[src/rtl/spi_pkg.sv]
// Shared definitions for the SPI master: FSM state encoding and SPI mode constants.
package spi_pkg;

  // Transfer sequence: IDLE -> SETUP -> SHIFT -> HOLD -> GAP -> IDLE
  typedef enum logic [2:0] {
    IDLE  = 3'd0,
    SETUP = 3'd1,
    SHIFT = 3'd2,
    HOLD  = 3'd3,
    GAP   = 3'd4
  } spi_state_e;

  // Mode is {CPOL, CPHA}
  localparam logic [1:0] MODE0 = 2'b00;
  localparam logic [1:0] MODE1 = 2'b01;
  localparam logic [1:0] MODE2 = 2'b10;
  localparam logic [1:0] MODE3 = 2'b11;

endpackage

[src/rtl/spi_clk_div.sv]
// Half-period tick generator and SCL phase tracker.
// The SCL level is kept as a phase bit (0 = at idle level) XORed with the
// latched CPOL, so a new CPOL shows on SCL the cycle it is latched.
module spi_clk_div #(
  parameter int CLK_DIV = 4
) (
  input  logic clk_in,
  input  logic nrst,
  input  logic run,       // count half periods (any non-idle state)
  input  logic shift_en,  // SCL toggles only while shifting
  input  logic cpol,
  output logic tick,      // last cycle of a half period
  output logic lead,      // SCL leaves its idle level on this tick
  output logic trail,     // SCL returns to its idle level on this tick
  output logic scl
);

  localparam int CW = (CLK_DIV > 1) ? $clog2(CLK_DIV) : 1;
  localparam logic [CW-1:0] LAST = CW'(CLK_DIV - 1);

  logic [CW-1:0] div_cnt;
  logic          ph;

  assign tick  = run && (div_cnt == LAST);
  assign lead  = shift_en && tick && !ph;
  assign trail = shift_en && tick && ph;
  assign scl   = ph ^ cpol;

  // Half-period counter, restarts from zero whenever the master goes idle
  always_ff @(posedge clk_in or negedge nrst) begin
    if (!nrst) begin
      div_cnt <= '0;
    end else if (!run || div_cnt == LAST) begin
      div_cnt <= '0;
    end else begin
      div_cnt <= div_cnt + CW'(1);
    end
  end

  // SCL phase: toggles on every tick while shifting, parked at idle otherwise
  always_ff @(posedge clk_in or negedge nrst) begin
    if (!nrst) begin
      ph <= 1'b0;
    end else if (!shift_en) begin
      ph <= 1'b0;
    end else if (tick) begin
      ph <= ~ph;
    end
  end

endmodule

[src/rtl/spi_master_gen2.sv]
// SPI master: variable-length (1..DATA_W bits) MSB-first transfers in all
// four SPI modes, with CLK_DIV clk_in cycles per SCL half period.
//
// Handshake: ready=1 means idle. A request is taken on a rising clk_in edge
// where ready=1; nbits/mode/mosi_data are captured on that same edge and the
// inputs are not looked at again until ready returns. Requests while ready=0
// are dropped. miso_data is valid from the cycle ready returns and holds
// until the next transfer finishes.
module spi_master_gen2
  import spi_pkg::*;
#(
  parameter int DATA_W  = 32,
  parameter int CLK_DIV = 4
) (
  input  logic                      clk_in,
  input  logic                      nrst,
  input  logic [$clog2(DATA_W)-1:0] nbits,
  input  logic [1:0]                mode,
  input  logic [DATA_W-1:0]         mosi_data,
  input  logic                      request,
  output logic                      ready,
  output logic [DATA_W-1:0]         miso_data,
  output logic                      spi_cen,
  output logic                      spi_scl,
  output logic                      spi_sdi,
  input  logic                      spi_sdo,
  output logic [2:0]                dbg_state
);

  localparam int NB_W = $clog2(DATA_W);
  localparam int EW   = NB_W + 1;
  localparam logic [NB_W-1:0] TOP_BIT = NB_W'(DATA_W - 1);

  spi_state_e        state, state_nxt;
  logic [1:0]        mode_q;
  logic [NB_W-1:0]   nbits_q;
  logic [DATA_W-1:0] tx_sr;
  logic [DATA_W-1:0] rx_sr;
  logic [EW-1:0]     edge_cnt;
  logic              tick, lead, trail;
  logic              accept, last_edge, cpha;
  logic              do_shift, do_sample;

  assign accept    = (state == IDLE) && request;
  assign cpha      = mode_q[0];
  // 2N-1 edges, N = nbits+1
  assign last_edge = (edge_cnt == {nbits_q, 1'b1});
  // CPHA=0: drive on trailing edges (none after the final one);
  // CPHA=1: drive on leading edges, the first one just exposes the MSB already in place
  assign do_shift  = cpha ? (lead && edge_cnt != '0) : (trail && !last_edge);
  assign do_sample = cpha ? trail : lead;

  assign ready     = (state == IDLE);
  assign spi_cen   = !(state == SETUP || state == SHIFT || state == HOLD);
  assign spi_sdi   = !spi_cen && tx_sr[DATA_W-1];
  assign dbg_state = state;

  spi_clk_div #(.CLK_DIV(CLK_DIV)) u_clk_div (
    .clk_in   (clk_in),
    .nrst     (nrst),
    .run      (state != IDLE),
    .shift_en (state == SHIFT),
    .cpol     (mode_q[1]),
    .tick     (tick),
    .lead     (lead),
    .trail    (trail),
    .scl      (spi_scl)
  );

  // State register
  always_ff @(posedge clk_in or negedge nrst) begin
    if (!nrst) begin
      state <= IDLE;
    end else begin
      state <= state_nxt;
    end
  end

  // Next-state: SETUP/HOLD/GAP last one half period, SHIFT lasts 2N half periods
  always_comb begin
    state_nxt = state;
    case (state)
      IDLE:    if (request)             state_nxt = SETUP;
      SETUP:   if (tick)                state_nxt = SHIFT;
      SHIFT:   if (tick && last_edge)   state_nxt = HOLD;
      HOLD:    if (tick)                state_nxt = GAP;
      GAP:     if (tick)                state_nxt = IDLE;
      default:                          state_nxt = IDLE;
    endcase
  end

  // Transfer parameters and shift registers; transmit word is left-justified
  // so the bit at nbits goes out first and anything above it is discarded
  always_ff @(posedge clk_in or negedge nrst) begin
    if (!nrst) begin
      mode_q   <= MODE0;
      nbits_q  <= '0;
      tx_sr    <= '0;
      rx_sr    <= '0;
      edge_cnt <= '0;
    end else if (accept) begin
      mode_q   <= mode;
      nbits_q  <= nbits;
      tx_sr    <= mosi_data << (TOP_BIT - nbits);
      rx_sr    <= '0;
      edge_cnt <= '0;
    end else begin
      if (state == SHIFT && tick) edge_cnt <= edge_cnt + EW'(1);
      if (do_shift)               tx_sr    <= {tx_sr[DATA_W-2:0], 1'b0};
      if (do_sample)              rx_sr    <= {rx_sr[DATA_W-2:0], spi_sdo};
    end
  end

  // Received word is published only on the HOLD -> GAP transition
  always_ff @(posedge clk_in or negedge nrst) begin
    if (!nrst) begin
      miso_data <= '0;
    end else if (state == HOLD && tick) begin
      miso_data <= rx_sr;
    end
  end

endmodule

[config.mk]
export PLATFORM = sky130hd
export DESIGN_NAME = spi_master_gen2
export DESIGN_NICKNAME = d
export VERILOG_FILES = /design/src/rtl/spi_pkg.sv /design/src/rtl/spi_clk_div.sv /design/src/rtl/spi_master_gen2.sv
export SDC_FILE = /design/constraint.sdc
export NUM_CORES = 1
export LEC_CHECK = 0
export ABC_AREA = 1
export BUFFER_PORTS_ARGS = -buffer_cell sky130_fd_sc_hd__buf_2
export CAP_MARGIN = 20
export CORE_MARGIN = 10
export CORE_UTILIZATION = 30
export DETAILED_ROUTE_END_ITERATION = 10
export PLACE_DENSITY_LB_ADDON = 0.3
export REMOVE_ABC_BUFFERS = 1
export SETUP_SLACK_MARGIN = 0.5
export SLEW_MARGIN = 25
export SYNTH_ARGS = -nofsm -noshare
export SYNTH_HDL_FRONTEND = slang
export SYNTH_HIERARCHICAL = 1
export SYNTH_SLANG_ARGS = --single-unit
export TNS_END_PERCENT = 10
[constraint.sdc]
create_clock -name clk_in -period 3 [get_ports clk_in]
set_input_delay 0.45 -clock clk_in [delete_from_list [all_inputs] [get_ports clk_in]]
set_output_delay 0.45 -clock clk_in [all_outputs]
set_load 0.02 [all_outputs]
* Word level (Yosys, flattened, before mapping)
Cells that the tools add are included.
** Word-level totals
- Bits in registers :: 115
- Input port bits :: 43
- Output and inout port bits :: 39
- Logic and storage cells :: 68
** Operators by class
- $add $sub $neg :: 3
- Equal/unequal tests :: 12
- Shift-type cells :: 1
- Multiplexer cells :: 17
- Bitwise logic cells :: 2
- Reductions and logical operators :: 24
** Operators by type and width (number)
- 32-bit two-way mux :: 4
- 32-bit by 5-bit left shift with 32-bit output :: 1
- 3-bit two-way mux :: 5
- 3-bit one-hot mux with 5 select lines :: 1
- 6-bit two-way mux :: 2
- 2-bit inequality test (second input constant) :: 6
- 1-bit logical AND :: 10
- 6-bit by 1-bit adder with 6-bit output (second input constant) :: 1
- 3-bit by 2-bit == test with 1-bit output (second input constant) :: 2
- 6-bit == test :: 1
- 2-bit nonzero test :: 3
- 6-bit nonzero test :: 1
- 5-bit AND reduction :: 1
- 5-bit subtractor (first input constant) :: 1
- 1-bit zero test :: 4
- 1-bit two-way mux :: 4
- 3-bit by 1-bit == test with 1-bit output (second input constant) :: 1
- 3-bit == test (second input constant) :: 1
- 3-bit zero test :: 1
- 1-bit logical OR :: 3
- 3-bit nonzero test :: 1
- 2-bit by 1-bit adder with 2-bit output (second input constant) :: 1
- 2-bit == test (second input constant) :: 1
- 2-bit two-way mux :: 1
- 2 further kinds :: 2

* Longest topological paths before layout
Gate-level depths: netlist of the first run.
- Depth in word-level cells :: 8
- Depth in mapped cells :: 14
- Depth with buffers taken out :: 14

* By module
The synthesis of the first run kept the hierarchy.
** By module, submodules not included
- spi_master_gen2 :: times used 1, cells an instance 894, area each 6324.8 sq um, seq. area each 2802.7 sq um
- spi_clk_div :: times used 1, cells an instance 18, area each 158.9 sq um, seq. area each 75.1 sq um

* Worst setup path before layout of the first run
Ideal clock, no wire load.
- Path kind :: register to register
- Start point :: register state[1], in the netlist dbg_state[1]
- End point :: register rx_sr[15]
- Library setup time :: 78 ps
- Arrival :: 2019 ps
- Required time :: 2922 ps
- Slack :: 904 ps
- Stages on the path, launching flop included :: 12
- Path buffers :: 1
- Period minus slack after synthesis :: 2096 ps
- Cell sequence :: dfrtp_1 -> inv_1 -> nor3_2 -> inv_1 -> nor2_2 -> nand2_2 -> inv_1 -> nor2_1 -> a21oi_1 -> clkbuf_1 -> o21ai_0 -> a21oi_1
** On the way
- Longest elaborated chain between the ends :: 6
- Elaborated cells between the ends (all ways) :: 11
- Classes of those cells :: eq/ne: 1; mux: 2; reduce/logical: 8
** Ends and longest elaborated chain
- start, declared :: RTL line spi_master_gen2.sv:34 : spi_state_e state, state_nxt;
- start signal, assigned :: RTL line spi_master_gen2.sv:75 : state <= state_nxt;
- 3-bit nonzero test :: RTL line spi_master_gen2.sv:61 : .run (state != IDLE),
- 1-bit logical AND :: RTL line spi_clk_div.sv:24 : assign tick = run && (div_cnt == LAST);
- 1-bit logical AND (*) (2 in series) :: RTL line spi_clk_div.sv:25 : assign lead = shift_en && tick && !ph;
- named net lead :: RTL line spi_master_gen2.sv:40 : logic tick, lead, trail;
- 1-bit two-way mux (*) :: RTL line spi_master_gen2.sv:51 : assign do_sample = cpha ? trail : lead;
- 2-bit nonzero test (no source line) (*)
- end signal, assigned :: RTL line spi_master_gen2.sv:110 : if (do_sample) rx_sr <= {rx_sr[DATA_W-2:0], spi_sdo};
- end, declared :: RTL line spi_master_gen2.sv:38 : logic [DATA_W-1:0] rx_sr;
Mark *: on every way through the listed nets, which the timed path passes. The rest lies on a longest branch.
A chain may end at the register's enable or synchronous reset.

* Final worst setup path of the first run
- Start point :: register state[1], in the netlist dbg_state[1]
- End point :: output spi_sdi
** On the way
- Longest elaborated chain between the ends :: 4
- Elaborated cells between the ends (all ways) :: 6
- Classes of those cells :: eq/ne: 3; reduce/logical: 3
** Ends and longest elaborated chain
- 3-bit by 1-bit == test with 1-bit output / 3-bit by 2-bit == test with 1-bit output (equally long branches) :: RTL line spi_master_gen2.sv:54 : assign spi_cen = !(state == SETUP || state == SHIFT || state == HOLD);
- 1-bit logical OR :: RTL line spi_master_gen2.sv:54
- 1-bit logical OR (*) :: RTL line spi_master_gen2.sv:54
- 1-bit logical AND (*) :: RTL line spi_master_gen2.sv:55 : assign spi_sdi = !spi_cen && tx_sr[DATA_W-1];
- end, declared :: RTL line spi_master_gen2.sv:25 : output logic spi_sdi,
Every way passes the cells marked *; elsewhere a longest branch is shown, timed or not.

==> impl_metrics.tcl, run 1 <==
set metrics [dict create \
    grt_max_degree 65 \
    cts.root.buffer_cell "sky130_fd_sc_hd__clkbuf_16" \
    ant_nets 0 \
    post_synth_num_cell_types 32 \
    antenna_found_initial 0 \
    achievable-frequency_ghz 0.443 \
    worst_case_vdd_ir_drop_uv 439 \
    report.final.slew_viol_count 0 \
    netlist_area_before_placement_um2 6480 \
    layout_setup_ws_ns 0.745 \
    grt_first_pass_wirelength_mm 29.8 \
    final_net_count 1020 \
    worst_clock_skew_ns 0.00939 \
    fp.dieArea_um2 27900 \
    r2r_start "dbg_state[0]" \
    start_util_pct 30.7 \
    power.share.switching_pct 37.0 \
    criticalPathCategory "reg2out" \
    comb_power_share_pct 35.5 \
    power.share.sequential_pct 34.2 \
    critPathLaunch "dbg_state[1]" \
    async_reset_ff_share_pct 100 \
    tritoncts_clock_tree "yes" \
    yosysMostFrequentCell "sky130_fd_sc_hd__nand2_1" \
    initialDrtViolationCount 496 \
    critical_path.max_fanout 6 \
    drc 0 \
    drt_pre_antenna_iters 4 \
    clock_power_share_pct 30.2 \
    run_status "completed" \
    ys.flop_type "sky130_fd_sc_hd__dfrtp_1" \
    shortest_clock_period_the_worst_path_allows_after_layout_ns 2.25 \
    tritoncts_num_sinks 115 \
    placeable_core_area_um2 21200 \
    drt-wirelength-per-cell_um 13.8 \
    reg2regPathDepth 13 \
    synthToLayoutAreaGrowth_pct 21.2 \
    finalCritPeriodShare_pct 75.2 \
    antenna-diode-count 0 \
    routability_congestion_estimate 0.833 \
    fillCellCount 2260 \
    worst_pin_slew_ns 0.831 \
    setup-tns-final_ns 0 \
    dp.final_hpwl_mm 12.4 \
    drt-vias-per-instance 4.78 \
    ys_top_cells_by_area "sky130_fd_sc_hd__dfrtp_1, sky130_fd_sc_hd__nand2_1, sky130_fd_sc_hd__nand3_1, sky130_fd_sc_hd__o21ai_0, sky130_fd_sc_hd__inv_1" \
    internal_power_w 0.00480 \
    hold-worst-slack_ns 0.135 \
    postSynthCellCount 912 \
    netlist_top_cells_count "sky130_fd_sc_hd__nand2_1, sky130_fd_sc_hd__nand3_1, sky130_fd_sc_hd__dfrtp_1, sky130_fd_sc_hd__o21ai_0, sky130_fd_sc_hd__inv_1" \
    dr_total_vias 6027 \
    relSlewSlack_pct 44.6 \
    final_core_utilization_pct 37.1 \
    fraction_of_final_layout_cells_with_drive_strength_greater_than_1_pct 14.8 \
    clock_insertion_delay_worst_skew_ns 0.41 \
    grt_overflow 0 \
    startpoint_type_of_the_worst_setup_path "register" \
    synth.largest_area_cell "sky130_fd_sc_hd__dfrtp_1" \
    synth-edff-count 0 \
    finalSetupViolations 0 \
    timing.critical_path.to "spi_sdi" \
    min_path_type "in2async" \
    yosysWarnings 6 \
    synth.yosys.seq_area_share_pct 44.4 \
    power.net_switching_w 0.00283 \
    cts_inserted_buffers 17 \
    critPathArrivalTime_ns 1.80 \
    ctsHtreeMaxLevel 4 \
    grt_pass1_vias 5839 \
    clkSlewWorstSetupHoldPaths_ns 0.05 \
    cap_violations 0 \
    fp_rows 53 \
    pwr_density_cell_nw_per_um2 971 \
    synth.top_cell.area_share_pct 44.4 \
    place_ws_ns 0.496 \
    die_w_um 167 \
    timing.critical_path.required_ns 2.55 \
    r2r_end "tx_sr[11]" \
    drt_wl_total_mm 17.4 \
    postPlaceCellArea_um2 7160 \
    port_buffers 81 \
    critical_path_capture_point_type "primary output" \
    avgSynthCellArea_um2 7.11 \
    cts_hold_buffers 0 \
    ctsLongestPathBuffers 2 \
    r2r_setup_slack_ns 0.81 \
    hold_viol 0 \
    io-pin-count 82 \
    floorplan.die.height_um 167 \
    postLayoutCellArea_um2 7860 \
    power_leakage_nw 3.88 \
    grt_setup_unrepaired "false" \
    grt.total_usage_pct 12.5 \
    ys_seq_elements 115 \
]
-- per-layer routing --
layer  GRT usage (%)  up-vias  share of wire, %
li1                -     3134                 -
met1            18.3     2767                53
met2            17.9      116                42
met3            2.78       10               4.0
met4            3.40        0              0.87
met5               0        -                 0
-- critical path, cell delays in order (launching register included) --
cell and delay, ns:
sky130_fd_sc_hd__dfrtp_1 0.40, sky130_fd_sc_hd__inv_1 0.22, sky130_fd_sc_hd__nor3_4 0.09, sky130_fd_sc_hd__or2_1 0.26, sky130_fd_sc_hd__nor2_1 0.20, sky130_fd_sc_hd__nor2_1 0.06
sky130_fd_sc_hd__buf_2 0.16
-- power by group through the flow --
stage	clock (W)	combinational [W]	sequential (W)
2_1_floorplan	0	0.00164	0.00281
3_3_place_gp	0	0.00270	0.00260
3_5_place_dp	0	0.00273	0.00263
4_1_cts	0.00234	0.00275	0.00261
5_1_grt	0.00242	0.00314	0.00271
6_report	0.00231	0.00271	0.00261
-- final cells by class --
class | count | area [um2] | area share, %
tap | 275 | 344 | 4.38
clock buffer | 21 | 470 | 5.99
clock inverter | 10 | 203 | 2.58
inverter | 72 | 274 | 3.49
sequential | 115 | 2880 | 36.6
timing repair buffer | 99 | 556 | 7.07
multi-input combinational | 669 | 3130 | 39.9
-- cells by family (layout without fill, tap and decap cells) --
group	after synthesis	after routing	share of synthesized area, %
compound gates	147	147	12.2
xor+xnor	1	1	0.135
fa+ha+maj	3	3	0.579
buf+inv	128	202	7.83
flops	115	115	44.4
mux	1	1	0.174
simple gates	517	517	34.7
-- worst min-delay path by stage --
| stage | start | slack [ns] | to |
|---|---|---|---|
| after floorplan | nrst | 0.15 | dbg_state[0] |
| after global placement | u_clk_div/div_cnt[0] | 0.42 | u_clk_div/div_cnt[0] |
| after detailed placement | u_clk_div/div_cnt[0] | 0.44 | u_clk_div/div_cnt[0] |
| after CTS | nrst | 0.17 | miso_data[19] |
| after global routing | nrst | 0.21 | rx_sr[20] |
| final | nrst | 0.13 | miso_data[21] |
-- repair_timing --
item,4_1_cts,5_1_grt
buffers inserted,0,0
gates resized for setup,1,3
hold endpoints to repair,0,0
setup endpoints to repair,2,18
pin swaps,0,0
-- per-stage QoR --
stage | power, W | instances
3_5_place_dp | 0.00535 | 1230
5_1_grt | 0.00827 | 1261
3_3_place_gp | 0.00530 | 1230
6_report | 0.00763 | 1261
4_1_cts | 0.00770 | 1261
2_1_floorplan | 0.00445 | 856
-- layout by cell type, fill, tap and decap left out, drive strengths merged, types with 2 or more instances in the layout --
master	count
inv	70
a31oi	13
o211ai	2
clkinvlp	2
nand4	9
bufinv	6
nand2	245
nor3	6
or2	7
dfrtp	115
buf	99
nor2	71
o21ai	81
a21oi	43
nor3b	2
nand3	177
ha	3
clkinv	4
clkbuf	21
a21boi	6
-- flip-flops by register name, indices dropped and copies added, names as in the netlist --
| register | count |
|---|---|
| u_clk_div/div_cnt | 2 |
| u_clk_div/ph | 1 |
| rx_sr | 32 |
| edge_cnt | 6 |
| miso_data | 32 |
| tx_sr | 32 |
| mode_q | 2 |
| dbg_state | 3 |
| nbits_q | 5 |
Power figures use the tool's default switching activity.
==> run 2, diff against run 1 <==
==> constraint.sdc (replaced) <==
create_clock -name clk_in -period 1.9 [get_ports clk_in]
set_input_delay 0.285 -clock clk_in [delete_from_list [all_inputs] [get_ports clk_in]]
set_output_delay 0.285 -clock clk_in [all_outputs]
set_load 0.02 [all_outputs]
==> impl_metrics.tcl, run 2 (synthesis gave the netlist of run 1 again) <==
set metrics [dict create \
    run_status "completed" \
    pwr_density_cell_nw_per_um2 1510 \
    critPathArrivalTime_ns 1.58 \
    drt_wl_total_mm 18.5 \
    dr_total_vias 6301 \
    r2r_start "dbg_state[2]" \
    final_net_count 1054 \
    grt_overflow 0 \
    power.net_switching_w 0.00484 \
    dpl.cell_count 1248 \
    drt_pre_antenna_iters 5 \
    die_w_um 167 \
    post_layout_nonfiller_instances 1295 \
    grt_first_pass_wirelength_mm 30.1 \
    relSlewSlack_pct 73.8 \
    grt_pass1_vias 6049 \
    antenna-diode-count 0 \
    tritoncts_num_sinks 115 \
    postPlaceCellArea_um2 7410 \
    startpoint_type_of_the_worst_setup_path "register" \
    top_regs "miso_data: 32 flops, rx_sr: 32 flops, tx_sr: 32 flops" \
    ctsLongestPathBuffers 2 \
    comb_power_share_pct 42.9 \
    initialDrtViolationCount 418 \
    final_common_cell "sky130_fd_sc_hd__nand2_1" \
    r2r_setup_slack_ns 0.10 \
    timing.critical_path.to "spi_sdi" \
    grt.total_usage_pct 12.7 \
    r2r_end "rx_sr[10]" \
    critical_path_capture_point_type "primary output" \
    worst_pin_slew_ns 0.393 \
    power.share.sequential_pct 32.6 \
    tritoncts_clock_tree "yes" \
    place_ws_ns 0.0284 \
    antenna_found_initial 0 \
    totalPowerFinal_w 0.0128 \
    fraction_of_final_layout_cells_with_drive_strength_greater_than_1_pct 20.9 \
    synthToLayoutAreaGrowth_pct 30.5 \
    timing.critical_path.required_ns 1.62 \
    port_buffers 81 \
    fp.dieArea_um2 27900 \
    cap_violations 0 \
    layout_setup_ws_ns 0.0359 \
    postLayoutCellArea_um2 8460 \
    cts.root.buffer_cell "sky130_fd_sc_hd__clkbuf_16" \
    floorplan.die.height_um 167 \
    clkSlewWorstSetupHoldPaths_ns 0.05 \
    drt-vias-per-instance 4.87 \
    shortest_clock_period_the_worst_path_allows_after_layout_ns 1.86 \
    cts_inserted_buffers 17 \
    fp_rows 53 \
    clock_power_share_pct 24.5 \
    start_util_pct 30.7 \
    critPathLaunch "dbg_state[0]" \
    ant_nets 0 \
    grt_max_degree 65 \
    power.share.switching_pct 37.9 \
    internal_power_w 0.00792 \
    final_cell_mix "sky130_fd_sc_hd__nand2_1, sky130_fd_sc_hd__nand3_1, sky130_fd_sc_hd__dfrtp_1" \
    placeable_core_area_um2 21200 \
    finalCritPeriodShare_pct 98.1 \
    power_leakage_nw 4.16 \
    reg2regPathDepth 10 \
    grt_setup_unrepaired "true" \
    drc 0 \
    criticalPathCategory "reg2out" \
    routability_congestion_estimate 0.867 \
    worst_case_vdd_ir_drop_uv 675 \
    worst_clock_skew_ns 0.00470 \
    hold_viol 0 \
    ctsHtreeMaxLevel 4 \
    achievable-frequency_ghz 0.536 \
    io-pin-count 82 \
    min_path_type "in2reg" \
    report.final.slew_viol_count 0 \
    clock_insertion_delay_worst_skew_ns 0.41 \
    dp.final_hpwl_mm 12.8 \
    drt-wirelength-per-cell_um 14.3 \
    finalSetupViolations 0 \
    critical_path.max_fanout 4 \
]
run 2: changes by cell type in the layout (fill, tap and decap cells not counted), sizes merged:
cell,before,now
clkinvlp,2,0
buf,99,129
dlygate4sd3,0,1
clkbuf,21,30
bufinv,6,2
run 2: stage by stage:
step	utilization, %	hold WS [ns]	TNS [ns]
2_1_floorplan	-	-0.0106	-78.61
3_3_place_gp	35.0	0.242	0
3_5_place_dp	35.0	0.243	0
4_1_cts	38.1	0.0756	0
5_1_grt	40.0	0.0903	-0.0560
6_report	40.0	0.0942	0
run 2: power groups by stage:
stage	registers [W]	clock network, W	logic [W]
3_3_place_gp	0.00411	0	0.00449
3_5_place_dp	0.00413	0	0.00455
2_1_floorplan	0.00444	0	0.00259
4_1_cts	0.00412	0.00320	0.00465
5_1_grt	0.00431	0.00332	0.00615
6_report	0.00415	0.00313	0.00547
run 2: worst max-delay path, stage by stage (launching register included):
cell and delay, ns:
sky130_fd_sc_hd__dfrtp_2 0.43, sky130_fd_sc_hd__inv_2 0.07, sky130_fd_sc_hd__buf_6 0.12, sky130_fd_sc_hd__nor3_4 0.24, sky130_fd_sc_hd__nor2_4 0.08, sky130_fd_sc_hd__nor2_2 0.12, sky130_fd_sc_hd__buf_6 0.12
run 2: per-layer routing:
metal	GRT usage (%)	share of wire, %
met1	18.0	50
met2	18.7	45
met3	2.92	4.4
met4	3.67	0.81
met5	0	0
run 2: area by class of cell:
type / instances / area [um2]
clock buffers: 27 / 513
clock inverters: 4 / 70.1
fillers: 2225 / 12700
inverters: 72 / 270
multi-input cells: 669 / 3310
flip-flops and latches: 115 / 2880
well taps: 275 / 344
repair buffers: 133 / 1080
run 2: timing repair:
| action | in CTS | in global routing |
|---|---|---|
| endpoints found under the hold margin | 24 | 0 |
| gates resized for setup | 13 | 97 |
| cloned | 0 | 5 |
| hold buffers | 1 | 0 |
| setup buffers | 2 | 8 |
| setup endpoints to repair | 112 | 119 |
| pin swaps | 1 | 29 |
run 2: worst min-delay path by stage:
stage                    endpoint  cells after the start    start  slack [ns]
floorplan            dbg_state[0]                      0     nrst       -0.01
global placement    miso_data[21]                      1     nrst        0.24
detailed placement  miso_data[21]                      1     nrst        0.24
CTS                     mode_q[1]                      3  mode[1]        0.08
global route            mode_q[1]                      3  mode[1]        0.09
finish                  mode_q[1]                      3  mode[1]        0.09
==> run 3, diff against run 2 <==
==> constraint.sdc (replaced) <==
create_clock -name clk_in -period 1.9 [get_ports clk_in]
set_input_delay 0.285 -clock clk_in [delete_from_list [all_inputs] [get_ports clk_in]]
set_output_delay 0.285 -clock clk_in [all_outputs]
set_load 0.1 [all_outputs]
==> impl_metrics.tcl, run 3 (synthesis gave the netlist of run 1 again) <==
set metrics [dict create \
    layout_setup_ws_ns -0.117 \
    cts_inserted_buffers 17 \
    critical_path.max_fanout 3 \
    fp_rows 53 \
    timing.critical_path.required_ns 1.62 \
    grt_overflow 0 \
    worst_clock_skew_ns 0.00908 \
    grt.total_usage_pct 13.0 \
    finalCritPeriodShare_pct 106 \
    antenna_found_initial 0 \
    drt_pre_antenna_iters 6 \
    initialDrtViolationCount 449 \
    cpLargestDelayFamily "simple AND/OR/NAND/NOR gates" \
    dp.final_hpwl_mm 12.7 \
    critical_path_capture_point_type "primary output" \
    reg2regPathDepth 12 \
    pwr_density_cell_nw_per_um2 1820 \
    hold_viol 0 \
    failed_checks "setup timing" \
    power_leakage_nw 4.27 \
    worst_case_vdd_ir_drop_uv 864 \
    worst_hold_path.num_cells 3 \
    start_util_pct 30.7 \
    drt-vias-per-instance 4.92 \
    slowest_stage "sky130_fd_sc_hd__dfrtp_1" \
    placeable_core_area_um2 21200 \
    drt-wirelength-per-cell_um 14.5 \
    hold-worst-slack_ns 0.0807 \
    critPathMaxStageDelay_ns 0.39 \
    grt_setup_unrepaired "true" \
    critPathArrivalTime_ns 1.73 \
    top_regs "miso_data: 32 flops, rx_sr: 32 flops, tx_sr: 32 flops" \
    worst_pin_slew_ns 0.369 \
    cap_violations 0 \
    grt_pass1_vias 6172 \
    io-pin-count 82 \
    tritoncts_clock_tree "yes" \
    startpoint_type_of_the_worst_setup_path "register" \
    grt_max_degree 65 \
    crit_path_buffers_inverters 2 \
    run_status "finished, violations left" \
    fraction_of_final_layout_cells_with_drive_strength_greater_than_1_pct 25.4 \
    ctsLongestPathBuffers 2 \
    relSlewSlack_pct 75.4 \
    crit_path_cell_trace "buf_6, nor3_4, or2_1, nor2_4, nor2_2, buf_12" \
    fillCellCount 2120 \
    r2r_start "dbg_state[2]" \
    critPathLaunch "dbg_state[2]" \
    final_core_utilization_pct 42.1 \
    achievable-frequency_ghz 0.496 \
    criticalPathCategory "reg2out" \
    port_buffers 81 \
    synthToLayoutAreaGrowth_pct 37.4 \
    cts.root.buffer_cell "sky130_fd_sc_hd__clkbuf_16" \
    final_common_cell "sky130_fd_sc_hd__nand2_1" \
    grt_first_pass_wirelength_mm 30.9 \
    min_path_type "in2reg" \
    dr_total_vias 6435 \
    report.final.slew_viol_count 0 \
    drc 0 \
    ctsHtreeMaxLevel 4 \
    clkSlewWorstSetupHoldPaths_ns 0.05 \
    floorplan.die.height_um 167 \
    final_net_count 1066 \
    fp.dieArea_um2 27900 \
    routability_congestion_estimate 0.835 \
    finalSetupViolations 59 \
    die_w_um 167 \
    final_cell_mix "sky130_fd_sc_hd__nand2_1, sky130_fd_sc_hd__nand3_1, sky130_fd_sc_hd__dfrtp_1" \
    timing.hold.worst.start "mode[1]" \
    worst_path_depth 6 \
    shortest_clock_period_the_worst_path_allows_after_layout_ns 2.02 \
    ant_nets 0 \
    clock_insertion_delay_worst_skew_ns 0.42 \
    tritoncts_num_sinks 115 \
    antenna-diode-count 0 \
    drt_wl_total_mm 19.0 \
]
==> run 3: changes by cell type in the layout (fill, tap and decap cells not counted), moves of 8 or more <==
cell,before,now
sky130_fd_sc_hd__nor2_1,63,53
sky130_fd_sc_hd__o21ai_0,51,24
sky130_fd_sc_hd__buf_12,10,22
sky130_fd_sc_hd__nor2_2,4,12
sky130_fd_sc_hd__nand2_1,235,214
sky130_fd_sc_hd__nand2_2,7,27
sky130_fd_sc_hd__buf_2,74,41
sky130_fd_sc_hd__o21ai_1,24,52
sky130_fd_sc_hd__buf_4,27,58
==> run 3: path summary, 6_finish.rpt <==
path | endpoint | slack, ns
setup / recovery | spi_sdi | -0.12
hold / removal | mode_q[1] | 0.08
setup reg to reg | rx_sr[1] | -0.10
hold reg to reg | u_clk_div/div_cnt[0] | 0.44
max in group asynchronous | dbg_state[0] | 1.04
min in group asynchronous | miso_data[20] | 0.29
==> run 3: what timing repair did <==
item / in CTS / in global routing
hold endpoints to repair: 16 / 0
hold buffers: 1 / 0
gates resized for setup: 127 / 99
setup buffers: 13 / 6
pin swaps: 18 / 29
endpoints found under the setup margin: 150 / 120
gates cloned: 2 / 7
==> run 3: metal layers <==
| layer | vias up | share of wire (%) | GRT usage [%] |
|---|---|---|---|
| li1 | 3254 | - | - |
| met1 | 3010 | 49 | 18.2 |
| met3 | 21 | 5.0 | 3.20 |
| met4 | 0 | 1.4 | 3.86 |
| met5 | - | 0 | 0 |
| met2 | 150 | 45 | 19.2 |
==> run 3: report_power, final <==
group	leakage, nW	internal [W]	total [W]	switching (W)
Combinational	2.56	0.00296	0.00872	0.00577
Sequential	1.42	0.00355	0.00422	0.000667
Clock	0.285	0.00213	0.00327	0.00114
==> run 3: layout make-up <==
type	count	area [um2]	share of cell area [%]
clock buffers	20	457	5.13
multi-input cells	669	3370	37.8
repair buffers	145	1430	16.0
flip-flops and latches	115	2880	32.3
well taps	275	344	3.86
clock inverters	12	155	1.74
inverters	72	280	3.15
==> run 3: stage by stage <==
step | power [W] | TNS (ns) | setup WS (ns) | cell area [um2] | cells
detailed placement | 0.0112 | -0.268 | -0.0321 | 7430 | 1247
CTS | 0.0153 | -0.918 | -0.0915 | 8470 | 1295
floorplan | 0.00933 | -143.80 | -2.37 | 6250 | 856
global placement | 0.0111 | 0 | 0.0523 | 7430 | 1247
global route | 0.0172 | -11.32 | -0.243 | 8910 | 1308
finish | 0.0162 | -3.41 | -0.117 | 8910 | 1308
==> run 3: worst min-delay path: stages <==
cell and delay (ns):
sky130_fd_sc_hd__buf_2 0.08, sky130_fd_sc_hd__nand2_1 0.04, sky130_fd_sc_hd__nand2_1 0.05
